===== src/rtl/hazard_control_unit_if.sv =====
// Pipeline-to-hazard-unit bundle: per-stage register/control bits in, stall/clear/forward controls out.
interface hazard_control_unit_if #(parameter int CNT_W = 16);
  logic [3:0]       Rn_ID, Rm_ID, Rd_ID;
  logic             UseRn_ID, UseRm_ID, UseRd_ID;
  logic             CondBr_ID, Branch_Taken;
  logic [3:0]       Rd_EX, Rd_MEM, Rd_WB;
  logic             rf_EX, rf_MEM, rf_WB;
  logic             Load_EX, S_EX;
  logic             Enable_MEM, Mem_Ready;
  logic             Stall_PC, Stall_IFID, Stall_IDEX, Stall_EXMEM;
  logic             Clear_IFID, Clear_IDEX, Clear_MEMWB;
  logic [1:0]       Fwd_Rn, Fwd_Rm, Fwd_Rd;
  logic             Mem_Fault;
  logic [CNT_W-1:0] Stall_Cnt, Flush_Cnt;

  modport master (
    output Rn_ID, Rm_ID, Rd_ID, UseRn_ID, UseRm_ID, UseRd_ID, CondBr_ID, Branch_Taken,
           Rd_EX, Rd_MEM, Rd_WB, rf_EX, rf_MEM, rf_WB, Load_EX, S_EX, Enable_MEM, Mem_Ready,
    input  Stall_PC, Stall_IFID, Stall_IDEX, Stall_EXMEM, Clear_IFID, Clear_IDEX, Clear_MEMWB,
           Fwd_Rn, Fwd_Rm, Fwd_Rd, Mem_Fault, Stall_Cnt, Flush_Cnt
  );

  modport slave (
    input  Rn_ID, Rm_ID, Rd_ID, UseRn_ID, UseRm_ID, UseRd_ID, CondBr_ID, Branch_Taken,
           Rd_EX, Rd_MEM, Rd_WB, rf_EX, rf_MEM, rf_WB, Load_EX, S_EX, Enable_MEM, Mem_Ready,
    output Stall_PC, Stall_IFID, Stall_IDEX, Stall_EXMEM, Clear_IFID, Clear_IDEX, Clear_MEMWB,
           Fwd_Rn, Fwd_Rm, Fwd_Rd, Mem_Fault, Stall_Cnt, Flush_Cnt
  );
endinterface


===== src/rtl/hazard_control_unit.sv =====
// Hazard controller: memory-wait freeze FSM with sticky timeout fault, load-use/flag bubbles,
// branch flush, operand forwarding selects and saturating stall/flush counters.
module hazard_control_unit #(
  parameter int CNT_W   = 16,
  parameter int TIMEOUT = 255
) (
  input logic                CLK,
  input logic                CLR,
  hazard_control_unit_if.slave bus
);
  typedef enum logic [1:0] {RUN, HOLD, FAULT} state_t;

  state_t           state;
  logic [7:0]       timer;
  logic [8:0]       timer_nxt;
  logic             mem_fault;
  logic [CNT_W-1:0] stall_cnt, flush_cnt;

  logic wait_cyc, freeze, load_use, flag_haz, bubble, flush;
  logic ex_ok, mem_ok, wb_ok;

  function automatic logic [1:0] fwd_sel(
    input logic u, input logic [3:0] s,
    input logic e_ok, input logic [3:0] e_rd,
    input logic m_ok, input logic [3:0] m_rd,
    input logic w_ok, input logic [3:0] w_rd
  );
    if (u && e_ok && e_rd == s)      return 2'b01;
    else if (u && m_ok && m_rd == s) return 2'b10;
    else if (u && w_ok && w_rd == s) return 2'b11;
    else                             return 2'b00;
  endfunction

  always_comb begin
    wait_cyc = !bus.Mem_Ready && (state == HOLD || (state == RUN && bus.Enable_MEM));
    freeze   = (state == FAULT) || wait_cyc;
    load_use = bus.Load_EX && bus.rf_EX &&
               ((bus.UseRn_ID && bus.Rn_ID == bus.Rd_EX) ||
                (bus.UseRm_ID && bus.Rm_ID == bus.Rd_EX) ||
                (bus.UseRd_ID && bus.Rd_ID == bus.Rd_EX));
    flag_haz = bus.CondBr_ID && bus.S_EX;
    bubble   = !freeze && (load_use || flag_haz);
    // A taken branch seen during a stall is dropped; ID re-resolves it once the stall clears.
    flush    = !freeze && !bubble && bus.Branch_Taken;
    // A loaded value is not available in EX, so a load in EX never forwards; r15 is the PC.
    ex_ok    = bus.rf_EX && !bus.Load_EX && bus.Rd_EX != 4'hF;
    mem_ok   = bus.rf_MEM && bus.Rd_MEM != 4'hF;
    wb_ok    = bus.rf_WB && bus.Rd_WB != 4'hF;
  end

  always_comb begin
    bus.Stall_PC    = !CLR && (freeze || bubble);
    bus.Stall_IFID  = !CLR && (freeze || bubble);
    bus.Stall_IDEX  = !CLR && freeze;
    bus.Stall_EXMEM = !CLR && freeze;
    bus.Clear_IFID  = CLR || flush;
    bus.Clear_IDEX  = CLR || bubble;
    bus.Clear_MEMWB = CLR || freeze;
    bus.Fwd_Rn = CLR ? 2'b00 : fwd_sel(bus.UseRn_ID, bus.Rn_ID, ex_ok, bus.Rd_EX,
                                       mem_ok, bus.Rd_MEM, wb_ok, bus.Rd_WB);
    bus.Fwd_Rm = CLR ? 2'b00 : fwd_sel(bus.UseRm_ID, bus.Rm_ID, ex_ok, bus.Rd_EX,
                                       mem_ok, bus.Rd_MEM, wb_ok, bus.Rd_WB);
    bus.Fwd_Rd = CLR ? 2'b00 : fwd_sel(bus.UseRd_ID, bus.Rd_ID, ex_ok, bus.Rd_EX,
                                       mem_ok, bus.Rd_MEM, wb_ok, bus.Rd_WB);
  end

  assign timer_nxt     = {1'b0, timer} + 9'd1;
  assign bus.Mem_Fault = mem_fault;
  assign bus.Stall_Cnt = stall_cnt;
  assign bus.Flush_Cnt = flush_cnt;

  always_ff @(posedge CLK or posedge CLR) begin
    if (CLR) begin
      state     <= RUN;
      timer     <= 8'd0;
      mem_fault <= 1'b0;
      stall_cnt <= '0;
      flush_cnt <= '0;
    end else begin
      case (state)
        RUN: begin
          if (bus.Enable_MEM && !bus.Mem_Ready) begin
            timer <= 8'd1;
            if (TIMEOUT <= 1) begin
              state     <= FAULT;
              mem_fault <= 1'b1;
            end else begin
              state <= HOLD;
            end
          end
        end
        HOLD: begin
          if (bus.Mem_Ready) begin
            state <= RUN;
            timer <= 8'd0;
          end else begin
            timer <= timer_nxt[7:0];
            if (timer_nxt >= 9'(TIMEOUT)) begin
              state     <= FAULT;
              mem_fault <= 1'b1;
            end
          end
        end
        FAULT:   state <= FAULT;
        default: state <= RUN;
      endcase
      if (bus.Stall_PC && stall_cnt != '1)
        stall_cnt <= stall_cnt + CNT_W'(1);
      if (bus.Clear_IFID && flush_cnt != '1)
        flush_cnt <= flush_cnt + CNT_W'(1);
    end
  end
endmodule

===== src/flat_wrapper.sv =====
// flat-port wrapper written by rule: the top's interface ports become plain ports
module hazard_control_unit_flat 
#(
  parameter int CNT_W   = 16,
  parameter int TIMEOUT = 255
)
  (CLK, CLR, bus_Rn_ID, bus_Rm_ID, bus_Rd_ID, bus_UseRn_ID, bus_UseRm_ID, bus_UseRd_ID, bus_CondBr_ID, bus_Branch_Taken, bus_Rd_EX, bus_Rd_MEM, bus_Rd_WB, bus_rf_EX, bus_rf_MEM, bus_rf_WB, bus_Load_EX, bus_S_EX, bus_Enable_MEM, bus_Mem_Ready, bus_Stall_PC, bus_Stall_IFID, bus_Stall_IDEX, bus_Stall_EXMEM, bus_Clear_IFID, bus_Clear_IDEX, bus_Clear_MEMWB, bus_Fwd_Rn, bus_Fwd_Rm, bus_Fwd_Rd, bus_Mem_Fault, bus_Stall_Cnt, bus_Flush_Cnt);
  hazard_control_unit_if #(.CNT_W(CNT_W)) bus_i ();
  input logic CLK;
  input logic CLR;
  input wire logic [$bits(bus_i.Rn_ID)-1:0] bus_Rn_ID;
  input wire logic [$bits(bus_i.Rm_ID)-1:0] bus_Rm_ID;
  input wire logic [$bits(bus_i.Rd_ID)-1:0] bus_Rd_ID;
  input wire logic [$bits(bus_i.UseRn_ID)-1:0] bus_UseRn_ID;
  input wire logic [$bits(bus_i.UseRm_ID)-1:0] bus_UseRm_ID;
  input wire logic [$bits(bus_i.UseRd_ID)-1:0] bus_UseRd_ID;
  input wire logic [$bits(bus_i.CondBr_ID)-1:0] bus_CondBr_ID;
  input wire logic [$bits(bus_i.Branch_Taken)-1:0] bus_Branch_Taken;
  input wire logic [$bits(bus_i.Rd_EX)-1:0] bus_Rd_EX;
  input wire logic [$bits(bus_i.Rd_MEM)-1:0] bus_Rd_MEM;
  input wire logic [$bits(bus_i.Rd_WB)-1:0] bus_Rd_WB;
  input wire logic [$bits(bus_i.rf_EX)-1:0] bus_rf_EX;
  input wire logic [$bits(bus_i.rf_MEM)-1:0] bus_rf_MEM;
  input wire logic [$bits(bus_i.rf_WB)-1:0] bus_rf_WB;
  input wire logic [$bits(bus_i.Load_EX)-1:0] bus_Load_EX;
  input wire logic [$bits(bus_i.S_EX)-1:0] bus_S_EX;
  input wire logic [$bits(bus_i.Enable_MEM)-1:0] bus_Enable_MEM;
  input wire logic [$bits(bus_i.Mem_Ready)-1:0] bus_Mem_Ready;
  output wire logic [$bits(bus_i.Stall_PC)-1:0] bus_Stall_PC;
  output wire logic [$bits(bus_i.Stall_IFID)-1:0] bus_Stall_IFID;
  output wire logic [$bits(bus_i.Stall_IDEX)-1:0] bus_Stall_IDEX;
  output wire logic [$bits(bus_i.Stall_EXMEM)-1:0] bus_Stall_EXMEM;
  output wire logic [$bits(bus_i.Clear_IFID)-1:0] bus_Clear_IFID;
  output wire logic [$bits(bus_i.Clear_IDEX)-1:0] bus_Clear_IDEX;
  output wire logic [$bits(bus_i.Clear_MEMWB)-1:0] bus_Clear_MEMWB;
  output wire logic [$bits(bus_i.Fwd_Rn)-1:0] bus_Fwd_Rn;
  output wire logic [$bits(bus_i.Fwd_Rm)-1:0] bus_Fwd_Rm;
  output wire logic [$bits(bus_i.Fwd_Rd)-1:0] bus_Fwd_Rd;
  output wire logic [$bits(bus_i.Mem_Fault)-1:0] bus_Mem_Fault;
  output wire logic [$bits(bus_i.Stall_Cnt)-1:0] bus_Stall_Cnt;
  output wire logic [$bits(bus_i.Flush_Cnt)-1:0] bus_Flush_Cnt;
  assign bus_i.Rn_ID = bus_Rn_ID;
  assign bus_i.Rm_ID = bus_Rm_ID;
  assign bus_i.Rd_ID = bus_Rd_ID;
  assign bus_i.UseRn_ID = bus_UseRn_ID;
  assign bus_i.UseRm_ID = bus_UseRm_ID;
  assign bus_i.UseRd_ID = bus_UseRd_ID;
  assign bus_i.CondBr_ID = bus_CondBr_ID;
  assign bus_i.Branch_Taken = bus_Branch_Taken;
  assign bus_i.Rd_EX = bus_Rd_EX;
  assign bus_i.Rd_MEM = bus_Rd_MEM;
  assign bus_i.Rd_WB = bus_Rd_WB;
  assign bus_i.rf_EX = bus_rf_EX;
  assign bus_i.rf_MEM = bus_rf_MEM;
  assign bus_i.rf_WB = bus_rf_WB;
  assign bus_i.Load_EX = bus_Load_EX;
  assign bus_i.S_EX = bus_S_EX;
  assign bus_i.Enable_MEM = bus_Enable_MEM;
  assign bus_i.Mem_Ready = bus_Mem_Ready;
  assign bus_Stall_PC = bus_i.Stall_PC;
  assign bus_Stall_IFID = bus_i.Stall_IFID;
  assign bus_Stall_IDEX = bus_i.Stall_IDEX;
  assign bus_Stall_EXMEM = bus_i.Stall_EXMEM;
  assign bus_Clear_IFID = bus_i.Clear_IFID;
  assign bus_Clear_IDEX = bus_i.Clear_IDEX;
  assign bus_Clear_MEMWB = bus_i.Clear_MEMWB;
  assign bus_Fwd_Rn = bus_i.Fwd_Rn;
  assign bus_Fwd_Rm = bus_i.Fwd_Rm;
  assign bus_Fwd_Rd = bus_i.Fwd_Rd;
  assign bus_Mem_Fault = bus_i.Mem_Fault;
  assign bus_Stall_Cnt = bus_i.Stall_Cnt;
  assign bus_Flush_Cnt = bus_i.Flush_Cnt;
  hazard_control_unit #(.CNT_W(CNT_W), .TIMEOUT(TIMEOUT)) u_core (.CLK(CLK), .CLR(CLR), .bus(bus_i));
endmodule

===== config.mk =====
export PLATFORM = sky130hd
export DESIGN_NAME = hazard_control_unit_flat
export DESIGN_NICKNAME = d
export VERILOG_FILES = /design/src/rtl/hazard_control_unit_if.sv /design/src/rtl/hazard_control_unit.sv /design/src/flat_wrapper.sv
export SDC_FILE = /design/constraint.sdc
export NUM_CORES = 1
export LEC_CHECK = 0
export ABC_CLOCK_PERIOD_IN_PS = 3150
export CORE_MARGIN = 2
export CORE_UTILIZATION = 45
export DETAILED_ROUTE_END_ITERATION = 7
export PLACE_DENSITY = 0.77
export SETUP_SLACK_MARGIN = 0.02
export SLEW_MARGIN = 10
export SYNTH_ARGS = -nofsm -noshare
export SYNTH_HDL_FRONTEND = slang
export SYNTH_SLANG_ARGS = --single-unit

===== constraint.sdc =====
create_clock -name CLK -period 3.15 [get_ports CLK]
set_input_delay 0.63 -clock CLK [delete_from_list [all_inputs] [get_ports CLK]]
set_output_delay 0.63 -clock CLK [all_outputs]
set_load 0.03 [all_outputs]

==> PnR_summary.wiki <==
{| class="wikitable"
! Metric !! Value
|-
| Area contributors post-synth || sky130_fd_sc_hd__dfrtp_1 (38%), sky130_fd_sc_hd__xor2_1 (13%), sky130_fd_sc_hd__xnor2_1 (8.6%)
|-
| Number of nets still failing antenna checks after routing || 0
|-
| Fin area || 3920 sq um
|-
| Run status || finished, final reports clean
|-
| Die extent in y || 83.6 um
|-
| Number of placed cells counting well taps || 475
|-
| Global-route wire length before repair || 12400 um
|-
| CTS root buf || sky130_fd_sc_hd__clkbuf_8
|-
| Crit-path max cell delay || 0.46 ns
|-
| Worst-skew pair later-pin latency || 0.29 ns
|-
| Vias after detailed routing || 2602
|-
| Number of setup violations in the final report || 0
|-
| Count of nets after finishing || 449
|-
| Layout cells sized above 1 || 12.5%
|-
| Area of the die || 6980 sq um
|-
| Average footprint of a synthesized cell || 9.13 sq um
|-
| Die span in x || 83.6 um
|-
| Time the final worst path needs with I/O delays and setup || 3.00 ns
|-
| Post-layout util || 65.1%
|-
| Most common library cell in the layout ignoring fill and taps || sky130_fd_sc_hd__clkdlybuf4s50_1
|-
| Total number of yosys warnings || 0
|-
| Synthesized instance count || 312
|-
| Class of the most critical hold timing path || flop to flop
|-
| Routed wire length per instance || 15.0 um
|-
| Upper clock frequency limit || 0.333 GHz
|-
| Data arrival, critical path || 2.37 ns
|-
| GPL Wtd Cong || 0.945
|-
| Cell area reported after detailed placement || 3800 sq um
|-
| Core box area || 6030 sq um
|-
| Post-synth top area cell || sky130_fd_sc_hd__dfrtp_1
|-
| Grt total ovfl || 0
|-
| Transition time at the pin with the least slew margin || 0.464 ns
|-
| Relative area change from synthesis to final layout || 37.7%
|-
| Fin. max-slew vios || 0
|-
| CTS tree || yes
|-
| Drt via density || 5.39
|-
| Tot Pwr || 2.04 mW
|-
| Leakage power || 1.66 nW
|-
| Kind of critical path || primary input to primary output
|-
| Post-synth design cell area || 2850 sq um
|-
| RSZ-0062 raised after global routing || false
|-
| Worst-case setup margin in the final layout || 0.145 ns
|-
| Kind of end point of the critical path || primary output
|-
| Yosys top cell area share || 37.8%
|-
| Initial core utilization || 47.3%
|-
| Worst vdd rail ir drop || 0.462 mV
|-
| Synthesized flop and latch total || 43
|-
| Cell breakdown of the critical path || clkdlybuf4s50_1, xor2_1, nor3_2, nand3_1, and3_4, a211o_2, inv_2, nor2_1, buf_4
|-
| Net count after synthesis || 354
|-
| Hold Violations, Final || 0
|-
| Worst Setup Start Kind || primary input
|-
| Drc violations || 0
|-
| Post-Layout Cell Count || 483
|-
| Library cell contributing the largest single delay on the critical path || sky130_fd_sc_hd__clkdlybuf4s50_1
|-
| Setup Total Neg Slack || 0 ns
|-
| Diode insertion count for antenna repair || 0
|-
| Smallest hold slack || 0.469 ns
|-
| Most frequent cells in the layout || sky130_fd_sc_hd__clkdlybuf4s50_1 (70), sky130_fd_sc_hd__dfrtp_1 (43), sky130_fd_sc_hd__xor2_1 (41)
|-
| Count of filler cells inserted in the layout || 540
|-
| Most used flip-flop cell after synthesis || sky130_fd_sc_hd__dfrtp_1
|-
| Violation count after the first detailed-route iteration || 117
|-
| Routed wire length || 7250 um
|-
| Maximum count of clock buffers along a single path || 2
|-
| Data required time at the worst endpoint || 2.52 ns
|-
| HPWL after detailed placement || 5650 um
|-
| Clock edge transition at the registers on the reported setup and hold paths || 0.08 ns
|-
| CP Buf/Inv Count || 3
|-
| Largest fanout on the critical path || 4
|-
| Hold buffer count at cts || 0
|-
| Proportion of register bits with asynchronous set or reset after synthesis || 100%
|-
| TritonRoute pass-1 iters || 4
|-
| Seq/Total Area, Yosys || 37.8%
|-
| Antenna violations before repair || 0
|-
| Number of H-tree levels || 2
|-
| Via count of the first global-routing pass || 2547
|-
| Buffers inserted during post-CTS setup optimization || 0
|-
| Pre-CTS setup slack || -0.00357 ns
|-
| Worst-case headroom to the max-slew limit || 69.0%
|-
| Power per standard cell area || 520 nW/um^2
|-
| Number of enable flip-flop cells after synthesis || 0
|-
| IO buf count || 83
|-
| Number of I/O pins || 84
|-
| Number of rows created at floorplan || 28
|-
| Number of buffers added by the clock tree synthesis step || 5
|-
| Top Family by Delay on Critical Path || buffers and inverters
|-
| Clk sinks || 43
|-
| Period utilisation layout || 95.4%
|-
| Maximum capacitance violations || 0
|-
| Clock skew || 0.00769 ns
|-
| Maximum number of pins on one net before global-route repair || 28
|-
| Count of cell types in the netlist || 43
|-
| Global-route usage over all layers || 21.2%
|}
==> final timing paths <==
kind	slack, ns	cells after the start	endpoint	from
setup / recovery	0.15	9	bus_Clear_IFID	bus_Rm_ID[3]
hold / removal	0.47	1	u_core.bus.Mem_Fault$_DFFE_PP0P_	u_core.bus.Mem_Fault$_DFFE_PP0P_
setup reg to reg	0.97	8	u_core.state[1]$_DFFE_PP0P_	u_core.timer[0]$_DFFE_PP0P_
hold reg to reg	0.47	1	u_core.bus.Mem_Fault$_DFFE_PP0P_	u_core.bus.Mem_Fault$_DFFE_PP0P_
max in group asynchronous	1.61	4	u_core.timer[4]$_DFFE_PP0P_	CLR
min in group asynchronous	0.91	3	u_core.bus.Flush_Cnt[12]$_DFFE_PP0P_	CLR
==> cell families (layout without fill, tap and decap cells) <==
kind of cell    count (synthesis)  in the layout  share of synthesized area, %
mux                             3              3                          1.19
xor+xnor                       69             69                          21.2
compound gates                 34             34                          6.94
fa+ha+maj                       4              4                          1.76
simple gates                  139            139                          27.8
buf+inv                        20            116                          3.29
flops                          43             43                          37.8
==> cells in the mapped netlist, types with 4 or more instances <==
| cell | n |
|---|---|
| sky130_fd_sc_hd__a21oi_1 | 8 |
| sky130_fd_sc_hd__and3_1 | 6 |
| sky130_fd_sc_hd__dfrtp_1 | 43 |
| sky130_fd_sc_hd__ha_1 | 4 |
| sky130_fd_sc_hd__inv_1 | 11 |
| sky130_fd_sc_hd__nand2_1 | 27 |
| sky130_fd_sc_hd__nand3_1 | 21 |
| sky130_fd_sc_hd__nand4_1 | 12 |
| sky130_fd_sc_hd__nor2_1 | 23 |
| sky130_fd_sc_hd__nor3_1 | 15 |
| sky130_fd_sc_hd__nor4_1 | 6 |
| sky130_fd_sc_hd__nor4_2 | 6 |
| sky130_fd_sc_hd__o21ai_0 | 16 |
| sky130_fd_sc_hd__xnor2_1 | 28 |
| sky130_fd_sc_hd__xor2_1 | 41 |
==> report_power, final <==
part	leakage [nW]	switching (mW)	internal, mW	total [mW]
clock network	0.0581	0.195	0.236	0.432
logic	1.07	0.454	0.365	0.819
registers	0.532	0.131	0.658	0.789
==> cell type report <==
| class | instances | area, sq um | share of cell area, % |
|---|---|---|---|
| tap | 75 | 93.8 | 2.39 |
| timing repair buffer | 97 | 911 | 23.2 |
| multi-input combinational | 249 | 1690 | 43.0 |
| clock buffer | 5 | 68.8 | 1.75 |
| sequential | 43 | 1080 | 27.4 |
| clock inverter | 3 | 43.8 | 1.12 |
| inverter | 11 | 41.3 | 1.05 |
==> routing by layer <==
| metal | track usage (%) | vias up | wire length [um] |
|---|---|---|---|
| met3 | 3.66 | 8 | 266 |
| li1 | - | 1281 | - |
| met5 | 0 | - | 0 |
| met4 | 3.96 | 0 | 86 |
| met1 | 28.3 | 1246 | 3300 |
| met2 | 36.4 | 67 | 3600 |
==> registers in the layout, indices dropped and copies added (netlist names) <==
signal and count:
u_core.bus.Mem_Fault 1, u_core.bus.Stall_Cnt 16, u_core.timer 8, u_core.bus.Flush_Cnt 16, u_core.state 2
==> what timing repair did <==
item / 4_1_cts / 5_1_grt
gates resized for setup: 2 / 5
gates cloned: 0 / 0
setup endpoints to repair: 1 / 5
Power figures use the tool's default switching activity.
==> patch 1 (config.mk and constraints unchanged) <==
`CNT_W` is set to 16 in 3 places; all go to 32.
--- a/src/rtl/hazard_control_unit_if.sv
+++ b/src/rtl/hazard_control_unit_if.sv
@@ -1,4 +1,4 @@
 // Pipeline-to-hazard-unit bundle: per-stage register/control bits in, stall/clear/forward controls out.
-interface hazard_control_unit_if #(parameter int CNT_W = 16);
+interface hazard_control_unit_if #(parameter int CNT_W = 32);
   logic [3:0]       Rn_ID, Rm_ID, Rd_ID;
   logic             UseRn_ID, UseRm_ID, UseRd_ID;
--- a/src/rtl/hazard_control_unit.sv
+++ b/src/rtl/hazard_control_unit.sv
@@ -2,5 +2,5 @@
 // branch flush, operand forwarding selects and saturating stall/flush counters.
 module hazard_control_unit #(
-  parameter int CNT_W   = 16,
+  parameter int CNT_W   = 32,
   parameter int TIMEOUT = 255
 ) (
--- a/src/flat_wrapper.sv
+++ b/src/flat_wrapper.sv
@@ -2,5 +2,5 @@
 module hazard_control_unit_flat 
 #(
-  parameter int CNT_W   = 16,
+  parameter int CNT_W   = 32,
   parameter int TIMEOUT = 255
 )
Interface: changed (resized bus_Flush_Cnt and bus_Stall_Cnt); port bits go from 84 to 116. The function was not compared with the original's and may differ.
==> patch 1 against the original RTL <==
  * Total power is 52% higher
  * Global-route usage is 0.14 points higher
  * First-iteration DRC count is 7.7% lower
  * Sequential power is 67% higher
  * Final area is 57% higher
  * Final cell count is 58% higher
  * Area after synthesis is 55% higher
  * Sequential cell count is 32 higher
  * Routed wire length is 53% higher
  * Clock skew is 7.5 ps higher
  * Setup slack worse by 46 ps
  * Clock power is 71% higher
  * Critical path type unchanged
==> patch 1: results (changes against the original RTL) <==
Synthesis
  – Mapped Area: 0.00442 mm² (+55%)
  – Unique cell type count in the Yosys netlist: 39 (-9.3%)
  – Post-synthesis sequential area ratio: 42.4% (+4.6 points)
  – Post-synth top cells: dfrtp_1, xor2_1, nor3_1
  – Top cells by area, synth: dfrtp_1, xor2_1, xnor2_1, nor3_1, nand3_1
  – Synth top area share: 42.4% (+4.6 points)
  – Synthesized Nets: 517 (+46%)
  – Mapped Avg Cell Area: 9.31 µm² (+2.0%)

Place
  – Port Buf Inserts: 115 (+39%)
  – Placed Cells: 745 (+57%)
  – Detailed Place HPWL: 8270 µm (+46%)
  – Place WS: -280 ps (-277 ps)
  – Routability cong.: 0.861 (-8.9%)
  – Placed Area: 0.00594 mm² (+56%)

Global route
  – All-Layer GR Usage: 21.3% (+0.14 points)
  – First-pass GRT wire length: 18000 µm (+45%)
  – Vias in the first global route: 3879 (+52%)
  – Largest net degree at the start of global routing: 44 (+57%)

Clock tree
  – Htree depth: 3 (+1)
  – Clock sink total: 75 (+74%)
  – Post-CTS resize count: 5 (+3)
  – Clk Latency, worst-skew pair: 350 ps (+60 ps)
  – Num CTS Buffers: 9 (+4)

Cells and area
  – Signal buffers: 152 (+57%)
  – Design Area, Final: 0.00616 mm² (+57%)
  – Non-clk invs: 8 (-3)
  – Fraction of layout cells with a size suffix above 1: 12.7% (+0.24 points)
  – Clock Network Area Fraction: 3.07% (+0.20 points)
  – Multi-input gate area: 0.00248 mm² (+47%)
  – # fillers: 824 (+53%)
  – Non-clock buffer share: 23.0% (-0.21 points)
  – Final nets: 666 (+48%)

Power
  – Peak VDD IR: 0.636 mV (+38%)

STA
  – Max transition margin: 55.1% (-14 points)
  – Clock Skew: 15.2 ps (+7.51 ps)

Detailed routing
  – Wire length on met2: 5420 µm (+51%)
  – DRT Wirelength: 11100 µm (+53%)
  – Starting DRT DRC Count: 108 (-7.7%)
  – Vias: 4111 (+58%)
  – Met1 Wirelength: 5000 µm (+52%)
  – WL met3: 536 µm (+100%)

Status
  – Status: complete, no violations

Critical path
  – Critical Path AT: 2420 ps (+50 ps)
patch 1: path summary, 6_finish.rpt:
check,startpoint,to,slack [ps],depth (start not counted)
worst max register to register,u_core.bus.Stall_Cnt[0]$_DFFE_PP0P_,u_core.bus.Stall_Cnt[8]$_DFFE_PP0P_,480,8
max in group asynchronous,CLR,u_core.bus.Flush_Cnt[23]$_DFFE_PP0P_,1770,4
worst min-delay path,u_core.bus.Flush_Cnt[18]$_DFFE_PP0P_,u_core.bus.Flush_Cnt[18]$_DFFE_PP0P_,500,1
worst min register to register,u_core.bus.Flush_Cnt[18]$_DFFE_PP0P_,u_core.bus.Flush_Cnt[18]$_DFFE_PP0P_,500,1
worst max-delay path,bus_Rn_ID[3],bus_Fwd_Rn[1],100,8
min in group asynchronous,CLR,u_core.bus.Stall_Cnt[19]$_DFFE_PP0P_,960,4
patch 1: kinds of logic after synthesis:
logic type	share of synthesized area (%)
AO/OA/AOI/OAI	5.40
XOR/XNOR	19.8
adder cells (fa/ha/maj)	1.13
buffers and inverters	2.38
flip-flops	42.4
multiplexers	1.02
AND/OR/NAND/NOR	27.8
patch 1: routing by layer:
metal | global-route usage (%) | vias to the layer above
met4 | 6.48 | 0
li1 | - | 1990
met3 | 4.07 | 14
met1 | 29.0 | 1972
met2 | 34.6 | 135
met5 | 0 | -
patch 1: critical path, cell delays in order:
cell	delay [ps]
clkdlybuf4s50_1	490
xor2_1	190
nor3_2	260
nand2_1	130
buf_4	160
nor2_1	150
nor2_1	60
dlygate4sd2_1	350
patch 1: report_power, final:
group,switching [W],internal (W)
clock,0.000374,0.000363
combinational,0.000586,0.000469
sequential,0.000209,0.00111
total,0.00117,0.00194
